`config.mk`:
```
export PLATFORM = sky130hd
export DESIGN_NAME = noise_channel
export DESIGN_NICKNAME = d
export VERILOG_FILES = /design/src/rtl/noise_channel.sv
export SDC_FILE = /design/constraint.sdc
export NUM_CORES = 1
export LEC_CHECK = 0
export ABC_AREA = 1
export CORE_AREA = 2 2 54 61
export DETAILED_ROUTE_END_ITERATION = 10
export DIE_AREA = 0 0 56 63
export GPL_TIMING_DRIVEN = 0
export PLACE_DENSITY = 0.88
export SLEW_MARGIN = 20
export SYNTH_ARGS = -nofsm -noshare
export SYNTH_HDL_FRONTEND = slang
export SYNTH_SLANG_ARGS = --single-unit
```
`constraint.sdc`:
```
create_clock -name clk -period 3.9 [get_ports clk]
set_clock_uncertainty 0.15 [all_clocks]
set_input_delay 0.78 -clock clk [delete_from_list [all_inputs] [get_ports clk]]
set_output_delay 0.78 -clock clk [all_outputs]
set_load 0.02 [all_outputs]
```
`src/rtl/noise_channel.sv`:
```
// noise_channel: serial bit-error injector for the Hamming-code link.
// Tracks the bit position inside a frame of FRAME_LEN bits and inverts selected
// bits using fixed positions, a contiguous burst or LFSR-driven random errors.
// Optional feature: define NOISE_LFSR_EN to build the LFSR and enable random
// mode (11); without it mode 11 behaves as pass-through and threshold is ignored.
module noise_channel #(
  parameter int          FRAME_LEN = 16,
  parameter int          IDX_W     = 4,
  parameter int          NUM_ERR   = 2,
  parameter int          CNT_W     = 8,
  parameter logic [15:0] LFSR_SEED = 16'hACE1
) (
  input  logic                     clk,
  input  logic                     rst,
  input  logic                     enable,
  input  logic                     valid,
  input  logic                     frame_start,
  input  logic                     datain,
  input  logic [1:0]               mode,
  input  logic [NUM_ERR*IDX_W-1:0] err_addr,
  input  logic [IDX_W-1:0]         burst_len,
  input  logic [15:0]              threshold,
  input  logic                     clr_count,
  output logic                     dataout,
  output logic                     flip,
  output logic [CNT_W-1:0]         err_count,
  output logic                     frame_done
);

  // Frame length widened by one bit so slot/burst compares never wrap.
  localparam logic [IDX_W:0]   FRAME_LEN_X = (IDX_W+1)'(FRAME_LEN);
  localparam logic [IDX_W-1:0] LAST_IDX    = IDX_W'(FRAME_LEN - 1);
  localparam logic [CNT_W-1:0] CNT_MAX     = {CNT_W{1'b1}};

  typedef enum logic [0:0] {
    ST_IDLE   = 1'b0,
    ST_ACTIVE = 1'b1
  } state_t;

  state_t             state_r;
  state_t             state_nxt_s;
  logic [IDX_W-1:0]   idx_r;
  logic [IDX_W-1:0]   cur_idx_s;
  logic [IDX_W-1:0]   idx_nxt_s;
  logic               counted_s;
  logic               fixed_hit_s;
  logic               burst_hit_s;
  logic               rand_hit_s;
  logic               hit_s;
  logic               flip_s;
  logic [IDX_W:0]     cur_x_s;
  logic [IDX_W:0]     burst_start_s;
  logic [IDX_W:0]     burst_end_s;
  logic [CNT_W-1:0]   count_r;
  logic               frame_done_r;

  // Index of the current bit: frame_start forces index 0 (also resyncs mid-frame).
  assign cur_idx_s = frame_start ? {IDX_W{1'b0}} : idx_r;
  assign cur_x_s   = {1'b0, cur_idx_s};

  // A bit is counted once the first frame has started, or on the frame_start bit itself.
  assign counted_s = valid & ((state_r == ST_ACTIVE) | frame_start);

  // Next-state logic: leave IDLE on the first frame_start; only reset returns to IDLE.
  always_comb begin
    state_nxt_s = state_r;
    case (state_r)
      ST_IDLE: begin
        if (valid && frame_start) begin
          state_nxt_s = ST_ACTIVE;
        end else begin
          state_nxt_s = ST_IDLE;
        end
      end
      ST_ACTIVE: state_nxt_s = ST_ACTIVE;
      default:   state_nxt_s = ST_IDLE;
    endcase
  end

  // Fixed-position hit: any slot equal to the current index; out-of-frame slots never hit.
  always_comb begin
    fixed_hit_s = 1'b0;
    for (int k = 0; k < NUM_ERR; k++) begin
      if ((err_addr[k*IDX_W +: IDX_W] == cur_idx_s) &&
          ({1'b0, err_addr[k*IDX_W +: IDX_W]} < FRAME_LEN_X)) begin
        fixed_hit_s = 1'b1;
      end else begin
        fixed_hit_s = fixed_hit_s;
      end
    end
  end

  // Burst window [start, start+len) in IDX_W+1 bits so it is truncated at frame end.
  assign burst_start_s = {1'b0, err_addr[IDX_W-1:0]};
  assign burst_end_s   = burst_start_s + {1'b0, burst_len};
  assign burst_hit_s   = (cur_x_s >= burst_start_s) && (cur_x_s < burst_end_s);

`ifdef NOISE_LFSR_EN
  logic [15:0] lfsr_r;
  logic [15:0] lfsr_nxt_s;

  // Right-shift Galois step for x^16+x^14+x^13+x^11+1; compare uses the pre-advance value.
  assign lfsr_nxt_s = (lfsr_r >> 1) ^ (lfsr_r[0] ? 16'hB400 : 16'h0000);
  assign rand_hit_s = (lfsr_r < threshold);

  // LFSR advances once per counted bit regardless of enable and mode.
  always_ff @(posedge clk or posedge rst) begin
    if (rst) begin
      lfsr_r <= LFSR_SEED;
    end else if (counted_s) begin
      lfsr_r <= lfsr_nxt_s;
    end else begin
      lfsr_r <= lfsr_r;
    end
  end
`else
  logic unused_threshold_s;
  assign unused_threshold_s = ^{threshold, LFSR_SEED};
  assign rand_hit_s         = 1'b0;
`endif

  // Mode select for the hit decision.
  always_comb begin
    hit_s = 1'b0;
    case (mode)
      2'b00:   hit_s = 1'b0;
      2'b01:   hit_s = fixed_hit_s;
      2'b10:   hit_s = burst_hit_s;
      2'b11:   hit_s = rand_hit_s;
      default: hit_s = 1'b0;
    endcase
  end

  // Flip is suppressed during reset so the outputs read as reset immediately.
  assign flip_s  = ~rst & enable & counted_s & hit_s;
  assign flip    = flip_s;
  assign dataout = datain ^ flip_s;

  // Index increment with wrap after the last bit of the frame.
  assign idx_nxt_s = (cur_idx_s == LAST_IDX) ? {IDX_W{1'b0}} : (cur_idx_s + {{(IDX_W-1){1'b0}}, 1'b1});

  // State register.
  always_ff @(posedge clk or posedge rst) begin
    if (rst) begin
      state_r <= ST_IDLE;
    end else begin
      state_r <= state_nxt_s;
    end
  end

  // Bit index and end-of-frame pulse; both hold across valid gaps.
  always_ff @(posedge clk or posedge rst) begin
    if (rst) begin
      idx_r        <= {IDX_W{1'b0}};
      frame_done_r <= 1'b0;
    end else if (counted_s) begin
      idx_r        <= idx_nxt_s;
      frame_done_r <= (cur_idx_s == LAST_IDX);
    end else begin
      idx_r        <= idx_r;
      frame_done_r <= 1'b0;
    end
  end

  // Saturating error counter; clear wins over a same-cycle increment.
  always_ff @(posedge clk or posedge rst) begin
    if (rst) begin
      count_r <= {CNT_W{1'b0}};
    end else if (clr_count) begin
      count_r <= {CNT_W{1'b0}};
    end else if (flip_s && (count_r != CNT_MAX)) begin
      count_r <= count_r + {{(CNT_W-1){1'b0}}, 1'b1};
    end else begin
      count_r <= count_r;
    end
  end

  assign err_count  = count_r;
  assign frame_done = frame_done_r;

endmodule

```
==> results.py <==
metrics = {
    "run_status": {
        "status": "finished, final reports clean",
    },
    "logic_synthesis": {
        "ys_seq_area_share_pct": 28.4,
        "ys_ff_latch": 14,
        "ys_async_sr_fraction_pct": 100,
        "synth_top_area_share_pct": 28.4,
        "synth_area_sq_mm": 0.00123,
        "postSynthAreaPerCell_sq_um": 6.82,
        "syn_inst": 181,
        "ys.flop_type": "dfrtp_1",
        "synth_cell_types": 23,
        "yosysTopAreaCell": "dfrtp_1",
        "synth-edff-count": 0,
        "syn-num-nets": 232,
        "synth_common_cells": "nand2_1, inv_1, nor2_1",
        "yosys_warnings": 0,
        "synth.most_common_cell": "nand2_1",
        "synthTopCellsByArea": "dfrtp_1, nand2_1, ha_1, inv_1, nand3_1",
    },
    "pwr": {
        "peakVddDrop_uv": 229,
        "p_int_uw": 275,
        "p_switching_uw": 127,
        "clkPwrFrac_pct": 25.8,
        "switching_share_pct": 31.6,
        "seqPwrFrac_pct": 40.7,
        "power_frac_comb_pct": 33.6,
        "powerDensity_mw_per_mm2": 242,
        "leakage_nw": 0.917,
    },
    "route": {
        "wl_per_cell_um": 11.1,
        "dr.pass1.iters": 4,
        "wirelength_um": 2780,
        "post_drt_via_cell_ratio": 4.80,
        "drc": 0,
        "ant_nets": 0,
        "vias": 1205,
        "initialDrtViolationCount": 23,
    },
    "worst_setup_path": {
        "crit_arrival_ns": 2.79,
        "worstSetupPathType": "in2out",
        "crit_path_start_kind": "primary input",
        "crit_fanout": 3,
        "cp-end-kind": "output port",
        "crit_required_ns": 2.97,
    },
    "worst_hold_path": {
        "worst_hold_path_type": "reg2reg",
    },
    "cells_and_area": {
        "drive_gt1_share_pct": 11.1,
        "seq_area_sq_um": 350,
        "final-instance-count-excl-fill": 251,
        "nets": 269,
        "area_delta_synth_final_pct": 34.8,
        "antenna_cells": 0,
        "fin_area_sq_mm": 0.00166,
        "multi_input_area_sq_um": 817,
        "n_fill_cell": 295,
    },
    "sta": {
        "timing_hold_violations_final": 0,
        "maxSlewViolCount": 0,
        "worst_pin_slew_ns": 0.560,
        "finalSetupViolations": 0,
        "relSlewSlack_pct": 62.7,
        "finalWorstSetupSlack_ns": 0.182,
        "finalCritPeriodShare_pct": 95.3,
        "rsz0062_at_grt": "no",
        "max_freq_ghz": 0.269,
        "period_minus_slack_ns": 3.72,
        "tns_ns": 0,
        "holdWs_ns": 0.316,
    },
    "clocking": {
        "cts-buffers-inserted": 3,
        "clockBufferDepth": 2,
        "cts_tree": "built",
        "clk_latency_ns": 0.28,
        "ctsHoldBuffers": 0,
        "clk_pin_slew_ns": 0.09,
        "h-tree-depth": 1,
        "clock_sinks": 14,
        "root_buffer": "clkbuf_4",
    },
    "placement": {
        "globalplace.congestion": 0.811,
        "dp_slack_ns": -0.660,
        "placed_cell_area_sq_mm": 0.00158,
        "dp_cells": 245,
        "portBuffers": 30,
        "dp_hpwl_um": 2110,
    },
    "floorplanning": {
        "dieHeight_um": 63,
        "rows": 21,
        "die_area_sq_mm": 0.00353,
        "start_util_pct": 42.0,
        "fp.coreArea_sq_mm": 0.00294,
        "die-width_um": 56,
        "io_pins": 48,
    },
    "global_route": {
        "grt_max_degree": 16,
        "grt_pass1_wl_um": 4760,
        "grt_pass1_vias": 1170,
        "grt_overflow": 0,
        "antenna_found_initial": 0,
        "gr-usage-all-layers_pct": 16.5,
    },
    "run": {
        "drv_cap": 0,
    },
}
path summary, 6_finish.rpt:
kind / from / to / slack (ns) / depth (start not counted)
max: err_addr[1] / dataout / 0.18 / 13
min: state_r / state_r / 0.32 / 1
max reg2reg: idx_r[3] / err_count[6] / 1.69 / 14
min reg2reg: state_r / state_r / 0.32 / 1
max in group asynchronous: rst / err_count[1] / 2.53 / 2
min in group asynchronous: rst / err_count[4] / 0.69 / 2
power by group through the flow:
stage               combinational, mW  sequential, mW  clock [mW]
floorplan                      0.0723           0.169           0
global placement                0.121           0.166           0
detailed placement              0.125           0.166           0
CTS                             0.132           0.163       0.105
global route                    0.153           0.165       0.117
finish                          0.135           0.163       0.104
what timing repair did:
item                                    CTS  global route
gates resized for setup                  19            10
pin swaps                                 6            10
endpoints found under the setup margin    2             2
buffers inserted                          1             1
cell type report:
class | count | share of cell area (%)
timing repair buffer | 32 | 18.2
multi-input combinational | 137 | 49.1
buffer | 1 | 0.226
tap | 34 | 2.56
clock buffer | 4 | 2.18
sequential | 14 | 21.1
inverter | 29 | 6.69
worst max-delay path, stage by stage:
cell	delay, ns
dlygate4sd2_1	0.28
fa_2	0.43
xnor2_2	0.15
ha_1	0.31
buf_4	0.14
nand2_1	0.05
inv_1	0.03
nand4_1	0.09
nand3_2	0.09
nand2_2	0.07
nand2_2	0.07
xnor2_2	0.14
buf_4	0.15
cell families after synthesis:
| family | after synthesis | share of synthesized area [%] |
|---|---|---|
| compound gates | 9 | 3.95 |
| simple gates | 105 | 37.2 |
| flops | 14 | 28.4 |
| xor+xnor | 9 | 6.38 |
| buf+inv | 30 | 9.32 |
| fa+ha+maj | 14 | 14.8 |
layer usage:
layer | GRT usage (%) | share of wire [%] | wire [um]
met4 | 6.25 | 0.94 | 26
met2 | 30.3 | 50 | 1400
met3 | 1.86 | 4.2 | 118
met5 | 0 | 0 | 0
met1 | 19.2 | 45 | 1240
flip-flops by register name, summed over array words and instances (netlist names):
name and cells:
frame_done 1, idx_r 4, err_count 8, state_r 1
layout by cell type (no fill, tap or decap):
| cell | netlist | routed |
|---|---|---|
| a21o_1 | 1 | 1 |
| a21oi_1 | 3 | 3 |
| buf_2 | 0 | 1 |
| buf_4 | 0 | 3 |
| clkbuf_1 | 1 | 1 |
| clkbuf_2 | 0 | 2 |
| clkbuf_4 | 0 | 3 |
| clkbuf_8 | 0 | 1 |
| clkdlybuf4s50_1 | 0 | 21 |
| clkinv_1 | 1 | 1 |
| dfrtp_1 | 14 | 14 |
| dlygate4sd2_1 | 0 | 2 |
| dlymetal6s2s_1 | 0 | 3 |
| fa_2 | 0 | 1 |
| ha_1 | 13 | 11 |
| ha_2 | 0 | 1 |
| ha_4 | 0 | 1 |
| inv_1 | 27 | 27 |
| inv_4 | 1 | 1 |
| nand2_1 | 59 | 58 |
| nand2_2 | 3 | 4 |
| nand2_4 | 1 | 1 |
| nand3_1 | 17 | 16 |
| nand3_2 | 0 | 1 |
| nand3_4 | 1 | 1 |
| nand3b_1 | 2 | 2 |
| nand4_1 | 2 | 2 |
| nor2_1 | 18 | 18 |
| nor3_1 | 2 | 2 |
| o21ai_0 | 3 | 3 |
| o21ai_1 | 1 | 1 |
| o22ai_1 | 1 | 1 |
| xnor2_1 | 4 | 1 |
| xnor2_2 | 0 | 3 |
| xor2_1 | 5 | 5 |
per-stage QoR:
step           utilization, %  power (mW)
2_1_floorplan               -       0.241
3_3_place_gp             53.6       0.287
4_1_cts                  55.8       0.401
3_5_place_dp             53.6       0.291
5_1_grt                  56.5       0.434
6_report                 56.5       0.402
No activity file was read; power rests on OpenSTA's default activity.
